$ cat src/rtl/pmod_io_pkg.sv
// -----------------------------------------------------------------------------
// pmod_io_pkg
// Shared definitions for the PMOD button/LED controller:
//   - bit positions of the fields inside the CPU control word (OPORT)
//   - bit positions of the fields inside the status word (IPORT)
//   - debouncer FSM state encoding
// -----------------------------------------------------------------------------
package pmod_io_pkg;

  // OPORT (CPU -> controller) field positions
  localparam int LED_ON_LSB = 0;
  localparam int BLINK_LSB  = 4;
  localparam int DUTY_LSB   = 8;
  localparam int DUTY_W     = 8;
  localparam int CLR_BIT    = 16;
  localparam int IRQEN_BIT  = 17;

  // IPORT (controller -> CPU) field positions
  localparam int STATE_LSB  = 0;
  localparam int PRESS_LSB  = 4;
  localparam int REL_LSB    = 8;

  // Debouncer FSM states
  typedef enum logic {
    STABLE = 1'b0,
    SETTLE = 1'b1
  } db_state_e;

endpackage

$ cat src/rtl/pmod_debounce.sv
// -----------------------------------------------------------------------------
// pmod_debounce
// One-button input conditioner: 2-FF synchronizer, STABLE/SETTLE debounce FSM
// with a saturating-compare counter, and registered one-cycle edge pulses.
//
// Ports:
//   clk      in   system clock, all state on rising edge
//   rst      in   asynchronous, active-high reset
//   btn_raw  in   raw button level, asynchronous to clk
//   stable   out  debounced button level
//   rise     out  one-cycle pulse when stable goes 0 -> 1
//   fall     out  one-cycle pulse when stable goes 1 -> 0
//
// A change on the synchronized input is accepted after DEBOUNCE consecutive
// cycles of disagreement with the current stable level.
// -----------------------------------------------------------------------------
module pmod_debounce
  import pmod_io_pkg::*;
#(
  parameter int DEBOUNCE = 50000
) (
  input  logic clk,
  input  logic rst,
  input  logic btn_raw,
  output logic stable,
  output logic rise,
  output logic fall
);

  localparam int             CW       = $clog2(DEBOUNCE);
  localparam logic [CW-1:0]  CNT_LAST = CW'(DEBOUNCE - 1);

  logic          sync1_q, sync2_q;
  db_state_e     state_q, state_d;
  logic [CW-1:0] cnt_q, cnt_d;
  logic          stable_q, stable_d;
  logic          rise_q, rise_d;
  logic          fall_q, fall_d;

  // Synchronizer: btn_raw is asynchronous, so only sync2_q is used downstream.
  always_ff @(posedge clk or posedge rst) begin
    if (rst) begin
      sync1_q <= 1'b0;
      sync2_q <= 1'b0;
    end else begin
      sync1_q <= btn_raw;
      sync2_q <= sync1_q;
    end
  end

  // FSM state and counter registers
  always_ff @(posedge clk or posedge rst) begin
    if (rst) begin
      state_q  <= STABLE;
      cnt_q    <= '0;
      stable_q <= 1'b0;
      rise_q   <= 1'b0;
      fall_q   <= 1'b0;
    end else begin
      state_q  <= state_d;
      cnt_q    <= cnt_d;
      stable_q <= stable_d;
      rise_q   <= rise_d;
      fall_q   <= fall_d;
    end
  end

  // Next-state logic. The first disagreeing cycle is counted as 1 on the
  // STABLE->SETTLE transition, so acceptance happens on the DEBOUNCE-th
  // consecutive disagreeing cycle.
  always_comb begin
    state_d  = state_q;
    cnt_d    = cnt_q;
    stable_d = stable_q;
    rise_d   = 1'b0;
    fall_d   = 1'b0;
    case (state_q)
      STABLE: begin
        if (sync2_q != stable_q) begin
          state_d = SETTLE;
          cnt_d   = CW'(1);
        end
      end
      SETTLE: begin
        if (sync2_q == stable_q) begin
          state_d = STABLE;
          cnt_d   = '0;
        end else if (cnt_q == CNT_LAST) begin
          state_d  = STABLE;
          cnt_d    = '0;
          stable_d = sync2_q;
          rise_d   = sync2_q;
          fall_d   = ~sync2_q;
        end else begin
          cnt_d = cnt_q + CW'(1);
        end
      end
      default: begin
        state_d = STABLE;
        cnt_d   = '0;
      end
    endcase
  end

  assign stable = stable_q;
  assign rise   = rise_q;
  assign fall   = fall_q;

endmodule

$ cat src/rtl/pmod_io_ctrl.sv
// -----------------------------------------------------------------------------
// pmod_io_ctrl
// Glue between the SoC general-purpose ports and the PMOD button/LED adapter.
// Buttons are synchronized and debounced; press/release events latch into
// sticky flags with a level interrupt. LEDs are driven from the CPU control
// word with per-LED on/off, blink and a shared 8-bit PWM duty.
//
// Ports:
//   XCLK     in   system clock
//   XRES     in   asynchronous, active-high reset
//   BTN_RAW  in   [NBTN] raw buttons, active-high, asynchronous
//   OPORT    in   [32] control: [3:0] LED on, [7:4] blink en, [15:8] duty,
//                 [16] event clear (rising edge), [17] IRQ enable
//   IPORT    out  [32] status: [3:0] debounced state, [7:4] press flags,
//                 [11:8] release flags, rest zero
//   PM_LEDS  out  [NBTN] LED drive, active-high
//   IRQ      out  event interrupt, level, active-high
// -----------------------------------------------------------------------------
module pmod_io_ctrl
  import pmod_io_pkg::*;
#(
  parameter int NBTN      = 4,
  parameter int DEBOUNCE  = 50000,
  parameter int BLINK_DIV = 12500000
) (
  input  logic            XCLK,
  input  logic            XRES,
  input  logic [NBTN-1:0] BTN_RAW,
  input  logic [31:0]     OPORT,
  output logic [31:0]     IPORT,
  output logic [NBTN-1:0] PM_LEDS,
  output logic            IRQ
);

  localparam int            BW         = $clog2(BLINK_DIV);
  localparam logic [BW-1:0] PRESC_LAST = BW'(BLINK_DIV - 1);

  // Debouncer outputs
  logic [NBTN-1:0] db_stable, db_rise, db_fall;

  // Registered state
  logic [NBTN-1:0]   state_q, state_d;
  logic [NBTN-1:0]   press_q, press_d;
  logic [NBTN-1:0]   rel_q, rel_d;
  logic              clr_hist_q, clr_hist_d;
  logic              irq_q, irq_d;
  logic [DUTY_W-1:0] pwm_cnt_q, pwm_cnt_d;
  logic [BW-1:0]     presc_q, presc_d;
  logic              blink_ph_q, blink_ph_d;
  logic [NBTN-1:0]   leds_q, leds_d;

  logic              clr_edge;
  logic [DUTY_W-1:0] duty;
  logic [NBTN-1:0]   led_term;
  logic              unused_oport;

  // Bits above the IRQ enable carry no function.
  assign unused_oport = ^OPORT[31:IRQEN_BIT+1];

  generate
    for (genvar gi = 0; gi < NBTN; gi++) begin : g_btn
      pmod_debounce #(
        .DEBOUNCE (DEBOUNCE)
      ) u_db (
        .clk     (XCLK),
        .rst     (XRES),
        .btn_raw (BTN_RAW[gi]),
        .stable  (db_stable[gi]),
        .rise    (db_rise[gi]),
        .fall    (db_fall[gi])
      );
    end
  endgenerate

  assign duty = OPORT[DUTY_LSB +: DUTY_W];

  // Per-LED drive term: enabled, blink phase gating, PWM compare.
  // Using <= makes duty 0xFF fully on and duty 0x00 one cycle in 256.
  generate
    for (genvar gi = 0; gi < NBTN; gi++) begin : g_led
      assign led_term[gi] = OPORT[LED_ON_LSB + gi]
                          & (~OPORT[BLINK_LSB + gi] | blink_ph_q)
                          & (pwm_cnt_q <= duty);
    end
  endgenerate

  always_ff @(posedge XCLK or posedge XRES) begin
    if (XRES) begin
      state_q    <= '0;
      press_q    <= '0;
      rel_q      <= '0;
      clr_hist_q <= 1'b0;
      irq_q      <= 1'b0;
      pwm_cnt_q  <= '0;
      presc_q    <= '0;
      blink_ph_q <= 1'b0;
      leds_q     <= '0;
    end else begin
      state_q    <= state_d;
      press_q    <= press_d;
      rel_q      <= rel_d;
      clr_hist_q <= clr_hist_d;
      irq_q      <= irq_d;
      pwm_cnt_q  <= pwm_cnt_d;
      presc_q    <= presc_d;
      blink_ph_q <= blink_ph_d;
      leds_q     <= leds_d;
    end
  end

  always_comb begin
    clr_edge   = OPORT[CLR_BIT] & ~clr_hist_q;
    clr_hist_d = OPORT[CLR_BIT];

    // Clear first, then OR in new events so a coincident event survives.
    press_d = (clr_edge ? '0 : press_q) | db_rise;
    rel_d   = (clr_edge ? '0 : rel_q)   | db_fall;

    // Re-registering the debounced level aligns it with the flags in IPORT.
    state_d = db_stable;

    irq_d = OPORT[IRQEN_BIT] & ((|press_q) | (|rel_q));

    pwm_cnt_d  = pwm_cnt_q + DUTY_W'(1);
    presc_d    = presc_q + BW'(1);
    blink_ph_d = blink_ph_q;
    if (presc_q == PRESC_LAST) begin
      presc_d    = '0;
      blink_ph_d = ~blink_ph_q;
    end

    leds_d = led_term;
  end

  always_comb begin
    IPORT = '0;
    IPORT[STATE_LSB +: NBTN] = state_q;
    IPORT[PRESS_LSB +: NBTN] = press_q;
    IPORT[REL_LSB   +: NBTN] = rel_q;
  end

  assign PM_LEDS = leds_q;
  assign IRQ     = irq_q;

endmodule

$ cat config.mk
export PLATFORM = sky130hd
export DESIGN_NAME = pmod_io_ctrl
export DESIGN_NICKNAME = d
export VERILOG_FILES = /design/src/rtl/pmod_io_pkg.sv /design/src/rtl/pmod_debounce.sv /design/src/rtl/pmod_io_ctrl.sv
export SDC_FILE = /design/constraint.sdc
export NUM_CORES = 1
export LEC_CHECK = 0
export BUFFER_PORTS_ARGS = -buffer_cell sky130_fd_sc_hd__buf_2
export CAP_MARGIN = 15
export CORE_AREA = 2 2 116 118
export CTS_CLUSTER_SIZE = 16
export DETAILED_ROUTE_END_ITERATION = 8
export DIE_AREA = 0 0 118 120
export HOLD_SLACK_MARGIN = 0.1
export PLACE_DENSITY = 0.74
export SYNTH_ARGS = -nofsm -noshare
export SYNTH_HDL_FRONTEND = slang
export SYNTH_SLANG_ARGS = --single-unit
$ cat constraint.sdc
create_clock -name XCLK -period 5.3 [get_ports XCLK]
set_clock_uncertainty 0.05 [all_clocks]
set_input_delay 1.59 -clock XCLK [delete_from_list [all_inputs] [get_ports XCLK]]
set_output_delay 1.59 -clock XCLK [all_outputs]
set_load 0.03 [all_outputs]
==> results of run 1 <==
[per-stage QoR]
stage	power, uW	hold WS [ns]
floorplan	1220	0.281
global placement	1240	0.285
detailed placement	1250	0.285
CTS	2510	0.298
global route	2580	0.305
finish	2500	0.297
[logic make-up (layout without fill, tap and decap cells)]
group	after synthesis	count (layout)
adder cells (fa/ha/maj)	14	14
XOR/XNOR	33	33
flip-flops	139	139
other	1	20
AO/OA/AOI/OAI	141	141
buffers and inverters	58	95
AND/OR/NAND/NOR	284	284
multiplexers	7	7
[area by class of cell]
class	count	area share
clock buffers	21	0.0610
clock inverters	10	0.0213
inverters	20	0.0102
multi-input cells	499	0.396
flip-flops and latches	139	0.451
well taps	176	0.0286
repair buffers	44	0.0315
[power groups by stage]
| stage | Combinational [uW] | Sequential (uW) | Clock, uW |
|---|---|---|---|
| finish | 131 | 1100 | 1270 |
| floorplan | 106 | 1120 | 0 |
| global route | 146 | 1100 | 1330 |
| detailed placement | 131 | 1120 | 0 |
| global placement | 124 | 1120 | 0 |
| CTS | 132 | 1100 | 1280 |
[metal layers]
layer / up-vias / GRT usage
li1: 2506 / -
met1: 2573 / 0.255
met2: 138 / 0.353
met3: 20 / 0.0528
met4: 0 / 0.0866
met5: - / 0
[worst paths after layout]
| check | startpoint | end | slack [ns] |
|---|---|---|---|
| max | rel_q[2] | IPORT[10] | 2.62 |
| min | g_btn[1].u_db.sync1_q | g_btn[1].u_db.sync2_q | 0.30 |
| max reg2reg | g_btn[1].u_db.cnt_q[7] | g_btn[1].u_db.cnt_q[14] | 2.89 |
| min reg2reg | g_btn[1].u_db.sync1_q | g_btn[1].u_db.sync2_q | 0.30 |
| max in group asynchronous | XRES | g_btn[1].u_db.cnt_q[2] | 2.91 |
| min in group asynchronous | XRES | g_btn[0].u_db.cnt_q[12] | 1.35 |
[placed cells by master (no fill, tap or decap), types with 4 or more instances in the layout]
cell type	synthesis	routed
nor4_1	9	9
buf_2	5	40
nor3_1	17	17
nor2_1	47	47
nand2_1	68	68
nand3_1	37	37
a22o_1	6	6
a41oi_1	8	8
o21ai_0	33	33
nand4_1	23	23
nor3b_1	8	8
conb_1	1	20
o21a_1	5	5
and4_1	5	5
ha_1	14	14
nand2b_1	8	8
a21o_1	9	9
or4b_1	4	4
xnor2_1	18	18
and2_1	5	5
a21oi_1	31	31
xor2_1	15	15
bufinv_16	0	4
and3_1	10	10
a31oi_1	35	35
inv_1	20	19
clkbuf_16	0	17
or3_1	10	10
or2_2	8	8
nand4b_1	4	4
dfrtp_1	139	139
==> run_results.csv, run 1 <==
group,metric,value,unit
synthesis,postSynthCellCount,677,
pwr,netSwitchingPower,555,uW
synthesis,synthFlopType,"dfrtp_1",
pwr,irDropWorstVdd,245,uV
synthesis,yosys.cell_count.top_type,"dfrtp_1",
floorplanning,die_h,120,um
synthesis,ys_ff_latch,139,
clock_tree,clock_latency,0.42,ns
synthesis,synth_fa_ha_area_frac,0.0259,
clock_tree,cts_max_level,4,
clock_tree,root_buffer,"clkbuf_16",
placed_design,dpl_worst_slack,2.37,ns
grt,grt_first_pass_wirelength,23.6,mm
setup_path,critPathTopFamily,"flip-flops",
layout,fin_area,0.00771,mm2
drt,drt_iter0_markers,382,
layout,finish.utilization,0.594,
clock_tree,ctsResizeCount,0,
setup_path,setup.worst_path.class,"flop to output port",
setup_path,r2r_cells,5,
synthesis,synthSimpleGateAreaFrac,0.230,
clock_tree,cts_buffers,17,
pwr,seq_power_share,0.441,
synthesis,synth_cell_types,56,
setup_path,crit_cells,1,
drt,vias,5237,
pwr,powerDensity,324,mW/mm2
synthesis,synth-xor-area-share,0.0427,
pwr,combPwrFrac,0.052,
synthesis,synth_compound_area_frac,0.130,
worst_hold_path,whs_path_depth,0,
drt,vias_per_cell,5.76,
timing,setup_slack,2.62,ns
synthesis,synth.yosys.seq_area_share,0.514,
placed_design,placed_area,0.00707,mm2
synthesis,syn_area_per_cell,9.99,um2
drt,ant_nets,0,
synthesis,synth_edf_count,0,
timing,maxSlewViolCount,0,
layout,multi_input_area,0.00305,mm2
drt,avgRoutedWirePerCell,15.4,um
layout,fin_nets,773,
synthesis,ys_top_cells_by_count,"139 x dfrtp_1, 68 x nand2_1, 47 x nor2_1",
layout,reg.largest.list,"g_btn.u_db.cnt_q: 64 flops, presc_q: 24 flops, pwm_cnt_q: 8 flops",
layout,drive_gt1_frac,0.134,
drt,finalWirelength,14.0,mm
clock_tree,clock-sinks,139,
setup_path,cpPeakStageDelay,0.40,ns
timing,relSlewSlack,0.318,
timing,fin_crit,2.68,ns
setup_path,arrival,1.04,ns
clock_tree,clock_path_buffers,2,
pwr,p_sw_frac,0.222,
setup_path,worst-path-buf-inv,1,
setup_path,crit_chain,"buf_2",
pwr,p_leak,0.00351,uW
timing,rsz0062_at_grt,"false",
drt,drt-pass1-iter-count,5,
clock_tree,cts_tree,"built",
placed_design,place_inst,878,
timing,setup_viol,0,
worst_hold_path,hold_path.class,"flop to flop",
layout,stdcell_count,909,
floorplanning,die_w,118,um
clock_tree,post-cts-setup-buffers,0,
synthesis,synthMuxAreaShare,0.0111,
flow_run,max-cap-violations,0,
layout,fill_cells,1104,
pwr,power_frac_clock,0.507,
grt,grtUsageTotal,0.209,
layout,largest_register_ff_count,64,
grt,grt_max_degree,64,
grt,grt_antenna_before_repair,0,
status,status,"finished clean",
drt,drc,0,
synthesis,synth_warnings,0,
floorplanning,start_util,0.521,
setup_path,cp-start-kind,"flop",
timing,tightest_slew,1.02,ns
layout,top_register,"g_btn.u_db.cnt_q",
synthesis,netlist_area,0.00676,mm2
setup_path,critPathRequiredTime,3.66,ns
grt,grt_overflow,0,
clock_tree,clkSlewWorstSetupHoldPaths,0.06,ns
drt,met2RoutedLength,7.20,mm
setup_path,end_kind,"output port",
drt,wl_met1,6.10,mm
floorplanning,num_rows,42,
synthesis,synth_top_area_frac,0.514,
layout,final-seq-area,0.00348,mm2
synthesis,synth_top_area_cell,"dfrtp_1",
floorplanning,die_area,0.0142,mm2
timing,period_share,0.505,
timing,final-hold-violation-count,0,
synthesis,synth_top_family_by_area,"simple AND/OR/NAND/NOR gates",
floorplanning,io-pin-count,75,
setup_path,cp_slowest_cell,"dfrtp_1",
synthesis,synthArstFlopShare,1.00,
timing,fin_tns_setup,0,ns
layout,num_antenna_cells,0,
drt,dr.max_layer_used,"met4",
placed_design,place.gp.congestion,0.872,
timing,timing.fmax,373,MHz
placed_design,port_buffers,40,
floorplanning,core,0.0130,mm2
placed_design,hpwl,9.50,mm
synthesis,synth.area.top_cells,"dfrtp_1 51%, nand2_1 3.8%, a31oi_1 3.2%",
pwr,intPower,1940,uW
setup_path,cp_max_fo,3,
clock_tree,ctsHoldBuffers,0,
grt,grt_pass1_vias,5130,
layout,syn_to_final_growth,14.0,%
drt,wl_met3,544,um
No activity file was read; power rests on OpenSTA's default activity.
==> run 2: changes to the inputs <==
- ABC_AREA: default -> 1
- PLACE_DENSITY: 0.74 -> 0.77
- clock period: 5.3 -> 2.8 ns (I/O delays scaled with it)
==> run 2 against run 1 <==
Effect of this change:
- utilization increased by 5.8 points
- largest power group unchanged
- synthesized cell count increased by 43%
- critical path depth unchanged
- cell area increased by 9.7%
- setup slack got worse by 1.7 ns
- first-iteration DRC count unchanged
==> run_results.csv, run 2 <==
group,metric,value,unit
status,status,"finished clean",
setup_path,crit_chain,"buf_2",
timing,period_share,0.687,
setup_path,reg2reg_from,"g_btn[3].u_db.cnt_q[0]",
placed_design,port_buffers,40,
flow_run,max-cap-violations,0,
synthesis,synth_top_area_cell,"dfrtp_1",
layout,largest_register_ff_count,64,
placed_design,place.gp.congestion,0.890,
synthesis,synth_top_area_frac,0.461,
setup_path,critPathTopFamily,"flip-flops",
setup_path,timing.rr.end,"g_btn[3].u_db.cnt_q[9]",
layout,syn_to_final_growth,12.0,%
synthesis,yosys.cell_count.top_type,"nand2_1",
layout,layout_common_cells,"242 x nand2_1, 139 x dfrtp_1, 135 x inv_1",
layout,fin_area,0.00846,mm2
setup_path,cp_max_fo,2,
layout,drive_gt1_frac,0.118,
placed_design,dpl_worst_slack,0.775,ns
pwr,irDropWorstVdd,388,uV
clock_tree,ctsResizeCount,0,
synthesis,synthArstFlopShare,1.00,
drt,vias_per_cell,5.03,
drt,drt_iter0_markers,382,
placed_design,hpwl,10.4,mm
drt,drt-pass1-iter-count,5,
setup_path,cp_slowest_cell,"dfrtp_1",
clock_tree,root_buffer,"clkbuf_16",
grt,grt_pass1_vias,5845,
setup_path,crit_cells,1,
clock_tree,cts_tree,"built",
setup_path,cp-start-kind,"flop",
clock_tree,ctsHoldBuffers,0,
pwr,p_leak,0.00409,uW
drt,drc,0,
placed_design,placed_area,0.00786,mm2
placed_design,place_inst,1175,
layout,fin_nets,1070,
setup_path,arrival,1.03,ns
synthesis,syn_area_per_cell,7.80,um2
pwr,powerDensity,544,mW/mm2
timing,tightest_slew,0.752,ns
timing,rsz0062_at_grt,"false",
setup_path,critPathRequiredTime,1.91,ns
setup_path,rrSetupSlack,0.95,ns
drt,avgRoutedWirePerCell,12.4,um
setup_path,cpPeakStageDelay,0.39,ns
floorplanning,io-pin-count,75,
synthesis,synth_warnings,0,
layout,stdcell_count,1206,
floorplanning,die_h,120,um
timing,fin_crit,1.92,ns
timing,timing.fmax,520,MHz
clock_tree,clock_path_buffers,2,
worst_hold_path,min_from,"g_btn[3].u_db.sync1_q",
floorplanning,die_area,0.0142,mm2
timing,maxSlewViolCount,0,
clock_tree,post-cts-setup-buffers,0,
timing,timing.hold.ws,0.295,ns
synthesis,netlist_area,0.00755,mm2
clock_tree,clock_latency,0.42,ns
layout,reg.largest.list,"g_btn.u_db.cnt_q: 64 flops, presc_q: 24 flops, pwm_cnt_q: 8 flops",
setup_path,end_kind,"output port",
clock_tree,clkSlewWorstSetupHoldPaths,0.05,ns
grt,grt_max_degree,140,
synthesis,ys_top_cells_by_count,"242 x nand2_1, 139 x dfrtp_1, 136 x inv_1",
setup_path,crit_path_start,"rel_q[3]",
timing,setup_slack,0.877,ns
grt,grtUsageTotal,0.227,
timing,final-hold-violation-count,0,
clock_tree,cts_max_level,4,
clock_tree,clock-sinks,139,
synthesis,ys_ff_latch,139,
synthesis,synth.yosys.seq_area_share,0.461,
floorplanning,num_rows,42,
synthesis,synth_cell_types,35,
grt,grt_first_pass_wirelength,26.0,mm
setup_path,worst-path-buf-inv,1,
floorplanning,start_util,0.582,
grt,grt_overflow,0,
floorplanning,die_w,118,um
layout,final_common_cell,"nand2_1",
setup_path,worstSetupEndpoint,"IPORT[11]",
drt,ant_nets,0,
timing,relSlewSlack,0.498,
setup_path,r2r_cells,8,
drt,vias,6062,
synthesis,synth_edf_count,0,
synthesis,synthFlopType,"dfrtp_1",
clock_tree,cts_buffers,17,
synthesis,postSynthCellCount,968,
setup_path,setup.worst_path.class,"flop to output port",
synthesis,synth.area.top_cells,"dfrtp_1 46%, nand2_1 12%, inv_1 6.8%",
floorplanning,core,0.0130,mm2
layout,top_register,"g_btn.u_db.cnt_q",
timing,setup_viol,0,
grt,grt_antenna_before_repair,1,
timing,fin_tns_setup,0,ns
worst_hold_path,hold_path.class,"flop to flop",
drt,finalWirelength,14.9,mm
-- run 2: cell count changes in the layout (fill, tap and decap cells not counted), sizes merged, moves of 16 or more --
cell,delta
a31oi,-35
a21oi,-17
inv,+121
o21ai,+16
nor2,+82
nand3,+40
nand2,+185
-- run 2: cell type report --
type / count / area [um2]
Tap cell: 176 / 220
Clock buffer: 22 / 474
Antenna cell: 1 / 2.50
Clock inverter: 8 / 118
Inverter: 142 / 537
Timing Repair Buffer: 42 / 228
Sequential cell: 139 / 3480
Multi-Input combinational cell: 676 / 3400
Fill cell: 1095 / 4520
-- run 2: stage by stage --
stage	total power, uW	util
finish	4600	0.652
global route	4770	0.652
CTS	4650	0.651
detailed placement	2390	0.606
global placement	2380	0.606
floorplan	2340	-
-- run 2: cell families (layout without fill, tap and decap cells) --
group                      count (synthesis)  count (layout)  share of synthesized area
AOI/OAI and AO/OA                         94              94                     0.0716
DFF                                      139             139                      0.461
buffers and inverters                    172             214                     0.0984
and+or+nand+nor                          509             509                      0.300
other                                      1              21                   0.000497
adders and majority gates                 14              14                     0.0232
xor gates and xnor gates                  39              39                     0.0452
-- run 2: worst min path at each step --
stage                                        to  slack (ns)  cells after the start
after global placement    g_btn[2].u_db.sync2_q        0.28                      0
after detailed placement  g_btn[0].u_db.sync2_q        0.28                      0
final                     g_btn[3].u_db.sync2_q        0.30                      0
after CTS                 g_btn[3].u_db.sync2_q        0.30                      0
after global routing      g_btn[2].u_db.sync2_q        0.30                      0
after floorplan           g_btn[0].u_db.sync2_q        0.28                      0
-- run 2: power breakdown --
part | internal (uW) | switching (uW) | total [uW]
clock | 1450 | 801 | 2250
combinational | 68.3 | 192 | 260
sequential | 2050 | 36.2 | 2090
-- run 2: layer usage --
layer  track usage  up-vias  share of wire
met4        0.0866        0          0.015
met3        0.0513       14          0.044
met1         0.290     2780           0.46
met2         0.378      143           0.48
li1              -     3125              -
met5             0        -              0
